<file path="src/rtl/link_bringup_ctrl.sv">
// Transceiver link bring-up: CDR acquisition dwell, bit-slip search for the
// training word, confirmation run, then pass-through of user payload.
module link_bringup_ctrl #(
    parameter int unsigned LOCK_CYCLES = 256,
    parameter int unsigned MATCH_COUNT = 16,
    parameter logic [9:0]  TRAIN_WORD  = 10'h0FA
) (
    input  logic       clock,
    input  logic       reset,
    input  logic       enable,
    input  logic       retrain,
    input  logic [3:0] tx_swing_cfg,
    input  logic [9:0] data_tx_in,
    output logic [9:0] data_tx_out,
    input  logic [9:0] data_rx_in,
    output logic [9:0] data_rx_out,
    output logic       rx_valid,
    output logic [3:0] tx_swing,
    output logic       cdr_mode,
    output logic       aligned,
    output logic [2:0] state,
    output logic [3:0] slip,
    output logic [7:0] sweep_fail_cnt
);

    typedef enum logic [2:0] {
        ST_IDLE    = 3'd0,
        ST_CDR_ACQ = 3'd1,
        ST_SEARCH  = 3'd2,
        ST_CONFIRM = 3'd3,
        ST_LINKED  = 3'd4
    } state_t;

    localparam logic [15:0] LOCK_LAST   = 16'(LOCK_CYCLES - 1);
    localparam logic [7:0]  MATCH_LIMIT = 8'(MATCH_COUNT);

    state_t      state_r;
    logic [15:0] lock_cnt_r;
    logic [7:0]  match_cnt_r;
    logic [3:0]  slip_r;
    logic        blank_r;
    logic [7:0]  fail_cnt_r;
    logic [9:0]  rx_prev_r;
    logic [9:0]  rx_word_r;
    logic [19:0] window_s;
    logic [9:0]  slip_word_s;
    logic        match_s;

    function automatic logic [3:0] slip_advance(input logic [3:0] s);
        return (s == 4'd9) ? 4'd0 : s + 4'd1;
    endfunction

    function automatic logic [7:0] fail_bump(input logic [7:0] c);
        return (c == 8'd255) ? c : c + 8'd1;
    endfunction

    assign window_s = {data_rx_in, rx_prev_r};
    assign match_s  = (rx_word_r == TRAIN_WORD);

    // Select the 10-bit field of the two-word window at the current slip offset
    always_comb begin
        slip_word_s = 10'(window_s >> slip_r);
    end

    // Receive alignment pipeline
    always_ff @(posedge clock) begin
        if (reset) begin
            rx_prev_r <= 10'h000;
            rx_word_r <= 10'h000;
        end else begin
            rx_prev_r <= data_rx_in;
            rx_word_r <= slip_word_s;
        end
    end

    // Bring-up state machine; enable drop outranks retrain, retrain outranks data
    always_ff @(posedge clock) begin
        if (reset) begin
            state_r     <= ST_IDLE;
            lock_cnt_r  <= 16'd0;
            match_cnt_r <= 8'd0;
            slip_r      <= 4'd0;
            blank_r     <= 1'b0;
            fail_cnt_r  <= 8'd0;
        end else if (!enable) begin
            state_r    <= ST_IDLE;
            lock_cnt_r <= 16'd0;
        end else if (retrain && (state_r == ST_SEARCH || state_r == ST_CONFIRM ||
                                 state_r == ST_LINKED)) begin
            state_r    <= ST_CDR_ACQ;
            lock_cnt_r <= 16'd0;
        end else begin
            case (state_r)
                ST_IDLE: begin
                    state_r    <= ST_CDR_ACQ;
                    lock_cnt_r <= 16'd0;
                end
                ST_CDR_ACQ: begin
                    if (lock_cnt_r == LOCK_LAST) begin
                        state_r     <= ST_SEARCH;
                        slip_r      <= 4'd0;
                        blank_r     <= 1'b1;
                        match_cnt_r <= 8'd0;
                    end else begin
                        lock_cnt_r <= lock_cnt_r + 16'd1;
                    end
                end
                ST_SEARCH: begin
                    // rx_word still reflects the old offset on the blank cycle
                    if (blank_r) begin
                        blank_r <= 1'b0;
                    end else if (match_s) begin
                        match_cnt_r <= 8'd1;
                        state_r     <= (MATCH_LIMIT == 8'd1) ? ST_LINKED : ST_CONFIRM;
                    end else begin
                        slip_r  <= slip_advance(slip_r);
                        blank_r <= 1'b1;
                        if (slip_r == 4'd9) begin
                            fail_cnt_r <= fail_bump(fail_cnt_r);
                        end
                    end
                end
                ST_CONFIRM: begin
                    if (match_s) begin
                        match_cnt_r <= match_cnt_r + 8'd1;
                        if (match_cnt_r + 8'd1 == MATCH_LIMIT) begin
                            state_r <= ST_LINKED;
                        end
                    end else begin
                        state_r     <= ST_SEARCH;
                        match_cnt_r <= 8'd0;
                        slip_r      <= slip_advance(slip_r);
                        blank_r     <= 1'b1;
                        if (slip_r == 4'd9) begin
                            fail_cnt_r <= fail_bump(fail_cnt_r);
                        end
                    end
                end
                ST_LINKED: begin
                    state_r <= ST_LINKED;
                end
                default: begin
                    state_r <= ST_IDLE;
                end
            endcase
        end
    end

    // Output decode from the state register
    always_comb begin
        data_tx_out = 10'h000;
        tx_swing    = tx_swing_cfg;
        cdr_mode    = 1'b0;
        aligned     = 1'b0;
        case (state_r)
            ST_IDLE: begin
                data_tx_out = 10'h000;
                tx_swing    = 4'h0;
            end
            ST_CDR_ACQ: begin
                data_tx_out = TRAIN_WORD;
                cdr_mode    = 1'b1;
            end
            ST_SEARCH, ST_CONFIRM: begin
                data_tx_out = TRAIN_WORD;
            end
            ST_LINKED: begin
                data_tx_out = data_tx_in;
                aligned     = 1'b1;
            end
            default: begin
                data_tx_out = 10'h000;
                tx_swing    = 4'h0;
            end
        endcase
    end

    assign rx_valid       = aligned;
    assign data_rx_out    = rx_word_r;
    assign state          = state_r;
    assign slip           = slip_r;
    assign sweep_fail_cnt = fail_cnt_r;

endmodule

</file>
<file path="config.mk">
export PLATFORM = sky130hd
export DESIGN_NAME = link_bringup_ctrl
export DESIGN_NICKNAME = d
export VERILOG_FILES = /design/src/rtl/link_bringup_ctrl.sv
export SDC_FILE = /design/constraint.sdc
export NUM_CORES = 1
export LEC_CHECK = 0
export ABC_AREA = 1
export CORE_MARGIN = 3
export CORE_UTILIZATION = 49
export CTS_BUF_LIST = sky130_fd_sc_hd__clkbuf_4 sky130_fd_sc_hd__clkbuf_8
export CTS_CLUSTER_SIZE = 28
export DETAILED_ROUTE_END_ITERATION = 8
export PLACE_DENSITY = 0.79
export SKIP_LAST_GASP = 1
export SYNTH_ARGS = -nofsm -noshare
export SYNTH_HDL_FRONTEND = slang
export SYNTH_SLANG_ARGS = --single-unit
</file>
<file path="constraint.sdc">
create_clock -name clock -period 1.9 [get_ports clock]
set_input_delay 0.57 -clock clock [delete_from_list [all_inputs] [get_ports clock]]
set_output_delay 0.57 -clock clock [all_outputs]
set_load 0.1 [all_outputs]
</file>
==> impl_metrics.toml <==
[outcome]
result_of_the_run = "complete, but fails checks"
failed_checks = "negative setup slack"

[detailed_routing]
via_per_instance_ratio = 5.31
route.antenna.remaining_nets = 0
routed-via-count = 4288
detail_route.iter0.violations = 387
drt_pre_antenna_iters = 9
detailed_route_drc_error_count = 0
wirelength_um = 11300
avgRoutedWirePerCell_um = 14.0

[floorplan]
rows = 30
die-width_um = 92.4
boundaryPins = 70
floorplan.core_area_um2 = 7020
die_y_um = 92.4
starting_density_pct = 52.1
die_area_um2 = 8540

[cells_and_area]
drive_gt1_share_pct = 24.3
fin_util_pct = 80.2
layout.filler_cells = 479
final_nets = 739
antenna-diode-count = 0
syn2layout_area_growth_pct = 54.0
layout.cell_area.non_filler_um2 = 5630

[global_routing]
grt_pass1_wl_um = 18300
grt_pass1_vias = 3911
overflow = 0
grt_antenna_before_repair = 0
grt_usage_pct = 26.3
largest_net_degree_at_the_start_of_global_routing = 32

[pwr]
p_leak_nw = 2.46
vdd_drop_max_uv = 644
power_per_unit_of_standard_cell_area_nw_per_um2 = 637
fin_total_pwr_mw = 3.59

[worst_setup_path]
setup.worst_path.end_class = "primary output"
worst_path_dominant_cell_family = "simple AND/OR/NAND/NOR gates"
timing.critical_path.cells = "inv_4, nor3_4, nor2_4, inv_2, nor2_4, nor2_4, buf_12"
crit_arrival_ps = 1530
regToRegStartpoint = "lock_cnt_r[1]"
critical_path_source = "state[0]"
crit_path_max_fanout = 5
critical_path.n_buffers_inverters = 3
crit_path_max_incr_delay_ps = 370
cp_common_cell = "sky130_fd_sc_hd__nor2_4"
cp_required_ps = 1330
critical-path-slowest-cell = "sky130_fd_sc_hd__dfxtp_4"
criticalPathCategory = "flip-flop to primary output"
crit_path_start_kind = "flip-flop"

[yosys]
postSynthNetCount = 627
synth_enable_flop_cells = 0
synth_most_common_cell = "sky130_fd_sc_hd__nand2_1"
synth_top_area_share_pct = 32.8
avg_synthesized_cell_area_um2 = 6.16
yosys_warnings = 0
synth-seq-area-share_pct = 32.8
mappedNetlistArea_um2 = 3660
async_flop_share_pct = 0
synth_cells = 594
synth_top_flop_cell = "sky130_fd_sc_hd__dfxtp_1"
synth.lib_cells_used.distinct = 37
synth_top_cells_by_count = "sky130_fd_sc_hd__nand2_1, sky130_fd_sc_hd__inv_1, sky130_fd_sc_hd__dfxtp_1"
synth_seq_cells = 60
synth_top_cells_by_area = "sky130_fd_sc_hd__dfxtp_1, sky130_fd_sc_hd__nand2_1, sky130_fd_sc_hd__inv_1"
netlist.top_cell.by_area = "sky130_fd_sc_hd__dfxtp_1"

[timing]
fin_worst_skew_ps = 14.3
maxClockFrequency_mhz = 476
setup_slack_ps = -201
timing.final.crit_share_pct = 111
number_of_hold_violations_in_the_final_report = 0
rsz0062_at_grt = "yes"
post-route-min-period_ps = 2100
worst_margin_pin_slew_ps = 457
final-max-slew-violation-count = 0
setup-violations-final = 16
slew-limit-headroom_pct = 69.1

[clocking]
cts.htree.levels = 3
holdBufCountCts = 0
cts.sink_count = 60
cts_tree = "built"
clockRootBuffer = "sky130_fd_sc_hd__clkbuf_8"
worst_setup_hold_path_clk_slew_ps = 60
cts-root-to-sink-buffers = 2
cts_made_buffers = 9
clk-insertion-delay-late_ps = 350

[worst_hold_path]
hold_class = "flip-flop to flip-flop"
min_from = "lock_cnt_r[0]"

[placement]
gp_congestion = 0.984
placement.cell_area_um2 = 5210
placement.io_buffers = 69
hpwlAfterDp_um = 7970

[job]
maxCapViolations = 0
state kept, by name, indices dropped and copies added (netlist names):
register        flops
blank_r             1
rx_prev_r          10
slip                4
data_rx_out        10
match_cnt_r         8
sweep_fail_cnt      8
lock_cnt_r         16
state               3
logic make-up after synthesis:
group           Yosys count  share of synthesized area, %
flops                    60                          32.8
fa+ha+maj                 5                          1.71
simple gates            328                          39.2
buf+inv                 102                          10.9
xor+xnor                  6                          1.44
mux                       2                         0.547
compound gates           91                          13.4
where the power goes:
part / internal (mW) / switching (mW) / leakage [nW]
Combinational: 0.389 / 0.651 / 1.85
Sequential: 1.30 / 0.0493 / 0.500
Clock: 0.688 / 0.513 / 0.110
Total: 2.37 / 1.21 / 2.46
metal layers:
layer	GRT usage, %	vias to the layer above	wire length [um]
li1	-	2136	-
met3	5.12	28	659
met5	0	-	0
met2	45.0	172	5730
met1	33.7	1952	4740
met4	6.93	0	217
metrics by stage:
| stage | instances | hold slack (ps) | setup slack, ps | setup TNS, ps |
|---|---|---|---|---|
| floorplan | 594 | 442 | -1080 | -29090 |
| global route | 807 | 489 | -276 | -3700 |
| global placement | 776 | 449 | -150 | -3620 |
| finish | 807 | 469 | -201 | -2430 |
| detailed placement | 776 | 468 | -193 | -5170 |
| CTS | 803 | 481 | -203 | -2240 |
path summary, 6_finish.rpt:
check | cells past startpoint | slack (ps) | to
max | 7 | -200 | tx_swing[1]
min | 1 | 470 | lock_cnt_r[0]
max reg2reg | 13 | 70 | state[1]
min reg2reg | 1 | 470 | lock_cnt_r[0]
layout make-up:
class	count	area [um^2]	area share (%)
clock buffers	12	159	2.82
clock inverters	4	46.3	0.822
inverters	86	340	6.04
multi-input cells	432	2220	39.4
flip-flops and latches	60	1240	22.1
well taps	96	120	2.13
repair buffers	116	1490	26.5
repair inverters	1	8.76	0.155
layout by cell type (no fill, tap or decap), drive strengths merged, types with 2 or more instances in the layout:
cell and instances:
a21oi 40, a31oi 7, nand4 11, nor2 59, ha 5, o21ai 35
dfxtp 60, and3 3, o211ai 4, clkbuf 12, inv 83, nor3 16
mux2i 2, clkdlybuf4s50 27, o21a 2, nand3 45, clkinv 7, xor2 5
buf 89, nand2 188, nor4 4
timing repair:
action / in CTS / in global routing
pin swaps: 4 / 8
gates cloned: 1 / 0
gates resized for setup: 11 / 19
setup endpoints to repair: 15 / 50
buffers inserted: 10 / 5
worst reg2reg max path, cell delays in order (launching register included):
cell	delay, ps
sky130_fd_sc_hd__dfxtp_2	370
sky130_fd_sc_hd__ha_4	140
sky130_fd_sc_hd__nand2_1	60
sky130_fd_sc_hd__inv_2	80
sky130_fd_sc_hd__nand3_4	90
sky130_fd_sc_hd__nor2_4	130
sky130_fd_sc_hd__nand2_1	80
sky130_fd_sc_hd__nand2_2	140
sky130_fd_sc_hd__buf_4	160
sky130_fd_sc_hd__nand3_1	80
sky130_fd_sc_hd__a21oi_1	220
sky130_fd_sc_hd__nand2_1	90
sky130_fd_sc_hd__nand2_1	70
sky130_fd_sc_hd__nor2_1	30
Power figures use the tool's default switching activity.
